## config.mk

```make
export PLATFORM = sky130hd
export DESIGN_NAME = scaler_gate_counter
export DESIGN_NICKNAME = d
export VERILOG_FILES = /design/src/rtl/scaler_gate_counter.sv
export SDC_FILE = /design/constraint.sdc
export NUM_CORES = 1
export LEC_CHECK = 0
export CORE_UTILIZATION = 52
export DETAILED_ROUTE_END_ITERATION = 8
export GPL_ROUTABILITY_DRIVEN = 1
export PLACE_DENSITY = 0.83
export SETUP_SLACK_MARGIN = 0.02
export SLEW_MARGIN = 10
export SYNTH_ARGS = -nofsm -noshare
export SYNTH_HDL_FRONTEND = slang
export SYNTH_SLANG_ARGS = --single-unit
export TNS_END_PERCENT = 5
```

## constraint.sdc

```tcl
create_clock -name clk250_i -period 2.26 [get_ports clk250_i]
set_clock_uncertainty 0.1 [all_clocks]
set_input_delay 0.339 -clock clk250_i [delete_from_list [all_inputs] [get_ports clk250_i]]
set_output_delay 0.339 -clock clk250_i [all_outputs]
set_load 0.1 [all_outputs]
```

## src/rtl/scaler_gate_counter.sv

```systemverilog
// Gated edge counter for one trigger scaler channel: counts scaler pulses per gate window
// and hands the latched total to readout via valid/ack. Define SCALER_PPS_SYNC_EN for PPS-bounded windows.
module scaler_gate_counter #(
    parameter int COUNT_WIDTH = 16,
    parameter int GATE_WIDTH  = 28,
    parameter int GATE_CYCLES = 250000000
) (
    input  logic                   clk250_i,
    input  logic                   rst_i,
    input  logic                   enable_i,
    input  logic                   scal_i,
    input  logic                   ack_i,
`ifdef SCALER_PPS_SYNC_EN
    input  logic                   pps_i,
`endif
    output logic [COUNT_WIDTH-1:0] scaler_o,
    output logic                   valid_o,
    output logic                   overrun_o,
    output logic                   gate_o
);

    // state | meaning
    // IDLE  | counters held at 0, waiting for enable_i
    // SYNC  | PPS build only: enabled, waiting for the first pps_i to open a window
    // RUN   | window open, counting edges and gate cycles
    typedef enum logic [1:0] {IDLE, SYNC, RUN} state_t;

`ifdef SCALER_PPS_SYNC_EN
    // One extra bit so the watchdog limit still fits when GATE_CYCLES is near 2^GATE_WIDTH.
    localparam int GCW = GATE_WIDTH + 1;
    localparam logic [GCW-1:0] GATE_LAST = GCW'(GATE_CYCLES + GATE_CYCLES / 16 - 1);
`else
    localparam int GCW = GATE_WIDTH;
    localparam logic [GCW-1:0] GATE_LAST = GCW'(GATE_CYCLES - 1);
`endif
    localparam logic [COUNT_WIDTH-1:0] COUNT_MAX = '1;

    state_t                 state;
    logic                   scal_q;
    logic                   edge_det;
    logic                   term;
    logic [COUNT_WIDTH-1:0] count;
    logic [COUNT_WIDTH-1:0] count_sum;
    logic [GCW-1:0]         gate_cnt;

    always_comb begin
        edge_det  = scal_i & ~scal_q;
        count_sum = (count == COUNT_MAX) ? count : count + COUNT_WIDTH'(edge_det);
`ifdef SCALER_PPS_SYNC_EN
        term      = (state == RUN) && (pps_i || (gate_cnt == GATE_LAST));
`else
        term      = (state == RUN) && (gate_cnt == GATE_LAST);
`endif
    end

    assign gate_o = term;

    always_ff @(posedge clk250_i or posedge rst_i) begin
        if (rst_i) begin
            state     <= IDLE;
            scal_q    <= 1'b0;
            count     <= '0;
            gate_cnt  <= '0;
            scaler_o  <= '0;
            valid_o   <= 1'b0;
            overrun_o <= 1'b0;
        end else begin
            scal_q <= scal_i;

            // An ack on the terminal cycle consumes the old value, so only an unacked one overruns.
            if (term) begin
                scaler_o <= count_sum;
                valid_o  <= 1'b1;
                if (valid_o && !ack_i)
                    overrun_o <= 1'b1;
            end else if (ack_i) begin
                valid_o <= 1'b0;
            end

            case (state)
                IDLE: begin
                    count    <= '0;
                    gate_cnt <= '0;
                    if (enable_i) begin
`ifdef SCALER_PPS_SYNC_EN
                        state <= SYNC;
`else
                        state <= RUN;
`endif
                    end
                end
`ifdef SCALER_PPS_SYNC_EN
                SYNC: begin
                    count    <= '0;
                    gate_cnt <= '0;
                    if (!enable_i)
                        state <= IDLE;
                    else if (pps_i)
                        state <= RUN;
                end
`endif
                RUN: begin
                    // A completed window still latches even if enable_i falls on its last cycle.
                    if (term || !enable_i) begin
                        count    <= '0;
                        gate_cnt <= '0;
                        if (!enable_i)
                            state <= IDLE;
                    end else begin
                        count    <= count_sum;
                        gate_cnt <= gate_cnt + 1'b1;
                    end
                end
                default: begin
                    state    <= IDLE;
                    count    <= '0;
                    gate_cnt <= '0;
                end
            endcase
        end
    end

endmodule

```

==> summary.md <==
* 0.328 ns — transition time of the tightest slew-check pin
* 0.07 ns — post-CTS clock slew at the launch and capture registers of the worst setup and hold paths
* 438 — number of standard cells in the final layout excluding fillers
* 1750 uW — Int Pwr
* 0.453 — Clk network pwr share
* 0 — max-cap viol count
* 2 — CTS max path bufs
* 2250 uW — power after layout
* 5 — maximum fanout encountered on the critical timing path
* 1 — final-report setup violation count
* 1.00 — async set-reset flop share out of synthesis
* 0.39 ns — Largest stage delay, worst path
* -0.158 ns — Post-Place Setup Slack
* finished with violations — result of the run
* 417 — number of cells after detailed placement
* reg2out — Worst Setup Path Type
* 23 — number of input and output port buffers inserted
* 0 — Synthesis Warnings
* 3 — CTS H-tree depth
* sky130_fd_sc_hd__dfrtp_1 — slowest cell on the critical path
* 430 MHz — f_max
* sky130_fd_sc_hd__dfrtp_1 — most repeated cell in the gate-level netlist after synthesis
* 25.4% — Area growth, synth to finish
* 0 — count of antenna-violating nets left after detailed routing
* primary output — kind of capture point of the worst setup path
* 24 — boundary pin count
* 0.221 — switching share of power
* 1.03 — final critical-path share of the clock period
* 223 — DRC marker count from the first detailed-route iteration
* 6350 um — routed wire length
* 0 — number of pins with negative max-slew slack in the final report
* 2,398 — Via Count
* 0 — final hold violation count
* 9 — cts bufs inserted
* 5.47 — Vias per Instance
* 0.779 — Rel. slew slack
* 27 — row cnt
* 65 — pin count of the biggest net entering global routing
* in2async — Min-Delay Path Class
* 0.530 — fraction of the yosys area taken by sequential cells
* 2.33 ns — Final Critical Period
* count[5]$_DFF_PP0_ — FF-to-FF End
* yes — CTS tree
* 306 — cell count after synthesis
* 0 — DRC errors left
* 594 nW/um^2 — power density of the placed cells
* true — unrepaired setup endpoints after global routing
* 11,000 um — global-route wire length before repair
* sky130_fd_sc_hd__dfrtp_1 53%, sky130_fd_sc_hd__nor2_1 7.1%, sky130_fd_sc_hd__xor2_1 6.7% — largest cells by area after synthesis
* 314 — Mapped Nets
* 3790 sq um — final cell area excluding filler cells
* register — Worst setup SP type
* 0.333 mV — Peak VDD IR
* 0.231 — all-layer global routing usage
* 0 — number of antenna diodes
* 0 — hold buffer count at cts
* 4350 um — hpwl dp
* 64 — clock sink count
* negative setup slack — violations in the final reports
* gate_cnt[1]$_DFF_PP0_ — Worst setup startpoint
* sky130_fd_sc_hd__dfrtp_1 — cell type with the largest total area after synthesis
* 0.14 ns — register-to-register path setup slack
* gate_cnt[23]$_DFF_PP0_ — Reg-to-Reg Start
* 0 — antenna violations before repair
* 78.2 um — height of the die
* 6120 sq um — area enclosed by the die boundary
* 1.82 ns — Data required, critical path
* 2,411 — number of global-route vias before repair
* 34 — number of unique standard cell types used by synthesis
* 0 — sum of overflow across all layers after global routing
* 408 — fillcell total
* 9.87 sq um — post-synthesis average cell area
* -0.0680 ns — PnR worst setup slack
* 0.288 ns — Final Hold Slack
* 14.5 um — Routed wire per std cell
* 0.795 — RD Place Congestion
* 0.34 ns — Clk Latency, worst-skew pair
* 0.216 — share of layout cells above drive strength 1
* 4 — first drt pass iteration count
* 0 — number of enable-type register cells in the synthesized netlist
* 64 x sky130_fd_sc_hd__dfrtp_1, 57 x sky130_fd_sc_hd__nor2_1, 28 x sky130_fd_sc_hd__nand2_1 — most frequent cells after synthesis
* sky130_fd_sc_hd__clkbuf_8 — CTS root buf
* 5540 sq um — Std-Cell Core Area
* 64 — #FFs+latches synth
* sky130_fd_sc_hd__dfrtp_1 — Top FF cell, synth
* 3520 sq um — placed instance area
* 0.545 — initial core utilization
* ha_4, nand3_4, buf_6, or2_4, nor4_4, buf_12 — worst-path cell chain
* 3020 sq um — Cell Area, Synth
* 0.00164 uW — P_leak
* 497 uW — net switching component of the power
* 78.2 um — Die X-Extent
* 369 — number of nets in the final layout
* 0.034 — Comb pwr share
* 0.513 — proportion of power drawn by flip-flops and latches
* 6 — number of cells on the worst reg-to-reg path
* 0.530 — share of the synthesized area in the top cell type
* 1.89 ns — Worst Path Arrival
-- worst max-delay path, delay by kind of cell, from the launching register on --
kind          cells  cell delay [ns]
simple gates      3             0.65
flops             1             0.39
fa+ha+maj         1             0.16
buf+inv           2             0.35
-- metal layers --
layer / share of wire / vias up / GRT usage
met5: 0 / - / 0
met4: 0.018 / 0 / 0.0981
met3: 0.059 / 14 / 0.0616
met2: 0.49 / 70 / 0.368
met1: 0.43 / 1159 / 0.296
li1: - / 1155 / -
-- cell type report --
cell class | count | area, sq um | area share
Tap cell | 72 | 90.1 | 0.0238
Inverter | 4 | 15.0 | 0.00396
Clock inverter | 4 | 51.3 | 0.0135
Clock buffer | 12 | 155 | 0.0409
Timing Repair Buffer | 57 | 512 | 0.135
Sequential cell | 64 | 1600 | 0.423
Multi-Input combinational cell | 225 | 1370 | 0.360
-- stage by stage --
stage                     TNS, ns   util
after floorplan            -0.191      -
after global placement    -0.0134  0.635
after detailed placement    -1.75  0.635
after CTS                 -0.0512  0.681
after global routing       -0.145  0.684
final                     -0.0680  0.684
-- cells by family (layout without fill, tap and decap cells) --
group / count (synthesis) / in the layout / share of synthesized area
multiplexers: 1 / 1 / 0.00331
AND/OR/NAND/NOR: 163 / 163 / 0.275
buffers and inverters: 17 / 77 / 0.0356
adder cells (fa/ha/maj): 3 / 3 / 0.0124
XOR/XNOR: 38 / 38 / 0.110
AO/OA/AOI/OAI: 20 / 20 / 0.0340
flip-flops: 64 / 64 / 0.530
-- what timing repair did --
item / in CTS / in global routing
gates cloned: 0 / 0
gates resized for setup: 5 / 1
setup buffers: 3 / 2
pin swaps: 3 / 5
endpoints found under the hold margin: 0 / 0
endpoints found under the setup margin: 60 / 29
-- power by group through the flow --
stage | sequential [uW] | combinational, uW | clock [uW]
after global routing | 1150 | 87.0 | 1080
after CTS | 1150 | 77.8 | 1030
after global placement | 1180 | 73.4 | 0
after floorplan | 1170 | 41.6 | 0
after detailed placement | 1180 | 74.8 | 0
final | 1150 | 77.1 | 1020
-- worst max-delay path by stage --
| stage | slack, ns | to |
|---|---|---|
| 6_report | -0.07 | gate_o |
| 5_1_grt | -0.14 | gate_o |
| 4_1_cts | -0.05 | gate_o |
| 3_5_place_dp | -0.16 | scaler_o[15]$_DFFE_PP0P_ |
| 3_3_place_gp | -0.01 | scaler_o[15]$_DFFE_PP0P_ |
| 2_1_floorplan | -0.19 | gate_o |
-- state kept, by name, indices dropped and copies added, names as in the netlist --
name       count
scal_q         1
scaler_o      16
count         16
overrun_o      1
gate_cnt      28
valid_o        1
state          1
-- layout by cell type (no fill, tap or decap), types with 2 or more instances in the layout --
master	instances
sky130_fd_sc_hd__xnor2_1	15
sky130_fd_sc_hd__nor4b_1	4
sky130_fd_sc_hd__dfrtp_1	64
sky130_fd_sc_hd__nand2_1	28
sky130_fd_sc_hd__nor4_1	4
sky130_fd_sc_hd__clkdlybuf4s50_1	4
sky130_fd_sc_hd__xor2_1	23
sky130_fd_sc_hd__nand4_1	17
sky130_fd_sc_hd__o21ai_0	15
sky130_fd_sc_hd__nand3_1	21
sky130_fd_sc_hd__buf_12	5
sky130_fd_sc_hd__buf_4	45
sky130_fd_sc_hd__nand3_4	2
sky130_fd_sc_hd__nor3_1	4
sky130_fd_sc_hd__and3_1	4
sky130_fd_sc_hd__inv_1	3
sky130_fd_sc_hd__buf_6	3
sky130_fd_sc_hd__nor2_1	57
sky130_fd_sc_hd__and2_1	3
sky130_fd_sc_hd__ha_1	2
sky130_fd_sc_hd__nand3b_1	3
sky130_fd_sc_hd__nand4b_1	4
sky130_fd_sc_hd__o21ai_1	4
sky130_fd_sc_hd__clkbuf_8	11
No activity file was read; power rests on OpenSTA's default activity.
==> patch: new RTL, config.mk and constraints unchanged <==
Put one more register stage on the output `overrun_o`, with the module's reset. The value now appears one clock later. The other outputs are not delayed to match.
--- a/src/rtl/scaler_gate_counter.sv
+++ b/src/rtl/scaler_gate_counter.sv
@@ -35,6 +35,8 @@
 `endif
     localparam logic [COUNT_WIDTH-1:0] COUNT_MAX = '1;
 
+    logic overrun_s0;
+
     state_t                 state;
     logic                   scal_q;
     logic                   edge_det;
@@ -63,7 +65,7 @@
             gate_cnt  <= '0;
             scaler_o  <= '0;
             valid_o   <= 1'b0;
-            overrun_o <= 1'b0;
+            overrun_s0 <= 1'b0;
         end else begin
             scal_q <= scal_i;
 
@@ -72,7 +74,7 @@
                 scaler_o <= count_sum;
                 valid_o  <= 1'b1;
                 if (valid_o && !ack_i)
-                    overrun_o <= 1'b1;
+                    overrun_s0 <= 1'b1;
             end else if (ack_i) begin
                 valid_o <= 1'b0;
             end
@@ -120,5 +122,13 @@
         end
     end
 
+    always_ff @(posedge clk250_i or posedge rst_i) begin
+        if (rst_i) begin
+            overrun_o <= '0;
+        end else begin
+            overrun_o <= overrun_s0;
+        end
+    end
+
 endmodule
 
Function: no difference found for any inputs over 10 cycles, from zero or initial values and one cycle with rst_i high; that may be too few to reach the edited logic, so the function may still have changed.
==> patch against the original RTL <==
  * Worst setup slack gained 0.073 ns
  * Sequential cell count is 1 higher
  * Area after synthesis increased by 0.83%
  * Total power down 0.16%
  * Worst hold slack got worse by 0.018 ns
  * Design area decreased by 1.4%
  * Wire length shrank 2.9%
  * Largest power group unchanged
==> patch: results (changes against the original RTL) <==
metric;value;unit;change
ff2ff_setup_slack;0.08;ns;-0.06 ns
crit_start;gate_cnt[20]$_DFF_PP0_;;
wl_per_cell;14.38;um;-0.84%
drt_iter0_drc;201;;-9.9%
place_area;3465;um^2;-1.6%
synth_common_cells;dfrtp_1 (65), nor2_1 (57), nand2_1 (28), xor2_1 (23), nand3_1 (21);;
r2r-start;gate_cnt[0]$_DFF_PP0_;;
slowest_delay;0.45;ns;+0.06 ns
place_inst;409;;-1.9%
grt_util_all_layers;22.31;%;-0.76 points
met2_usage;34.52;%;-2.3 points
grt_pass1_vias;2298;;-4.7%
netlist_instances;307;;+0.33%
critPathMaxFanout;6;;+1
pre_cts_slack;-0.06231;ns;+0.09533 ns
wl_met2;2916;um;-6.1%
yosys.area_share.xor_xnor;10.92;%;-0.090 points
drive_gt1_share;20.73;%;-0.86 points
grt_max_degree;66;;+1.5%
synth_nets;315;;+0.32%
met1_usage;29.65;%;about the same
dp_hpwl;4152;um;-4.5%
fill_cells;425;;+4.2%
r2r_end;count[4]$_DFF_PP0_;;
grtUsageMet3;4.419;%;-1.7 points
fin_nets;360;;-2.4%
status;complete, no violations;;
holdWs;0.2703;ns;-0.01788 ns
synth_fa_ha_area_share;1.232;%;-0.010 points
[patch: cell count changes after synthesis, sizes merged]
cell / change
dfrtp: +1
[patch: timing repair]
action,in CTS,in global routing
gates cloned,0,0
pin swaps,5,0
buffers inserted,5,0
endpoints found under the setup margin,17,3
resized for setup,9,2
[patch: area by class of cell]
type                    instances  area (um^2)  share of cell area [%]
repair buffers                 47        424.2                   11.35
clock buffers                  10        137.6                   3.684
well taps                      72        90.09                   2.411
flip-flops and latches         65         1630                   43.64
inverters                       4        15.01                  0.4019
clock inverters                 6        67.56                   1.808
multi-input cells             225         1371                   36.70
[patch: worst reg2reg max path: cells and delay by family, from the launching register on]
family                   cells  cell delay [ns]
flip-flops                   1             0.40
buffers and inverters        1             0.17
adder cells (fa/ha/maj)      1             0.17
AND/OR/NAND/NOR              5             1.22
[patch: power breakdown]
part | internal (mW) | switching [mW]
sequential | 1.17 | 0.00425
clock | 0.540 | 0.465
combinational | 0.0267 | 0.0438
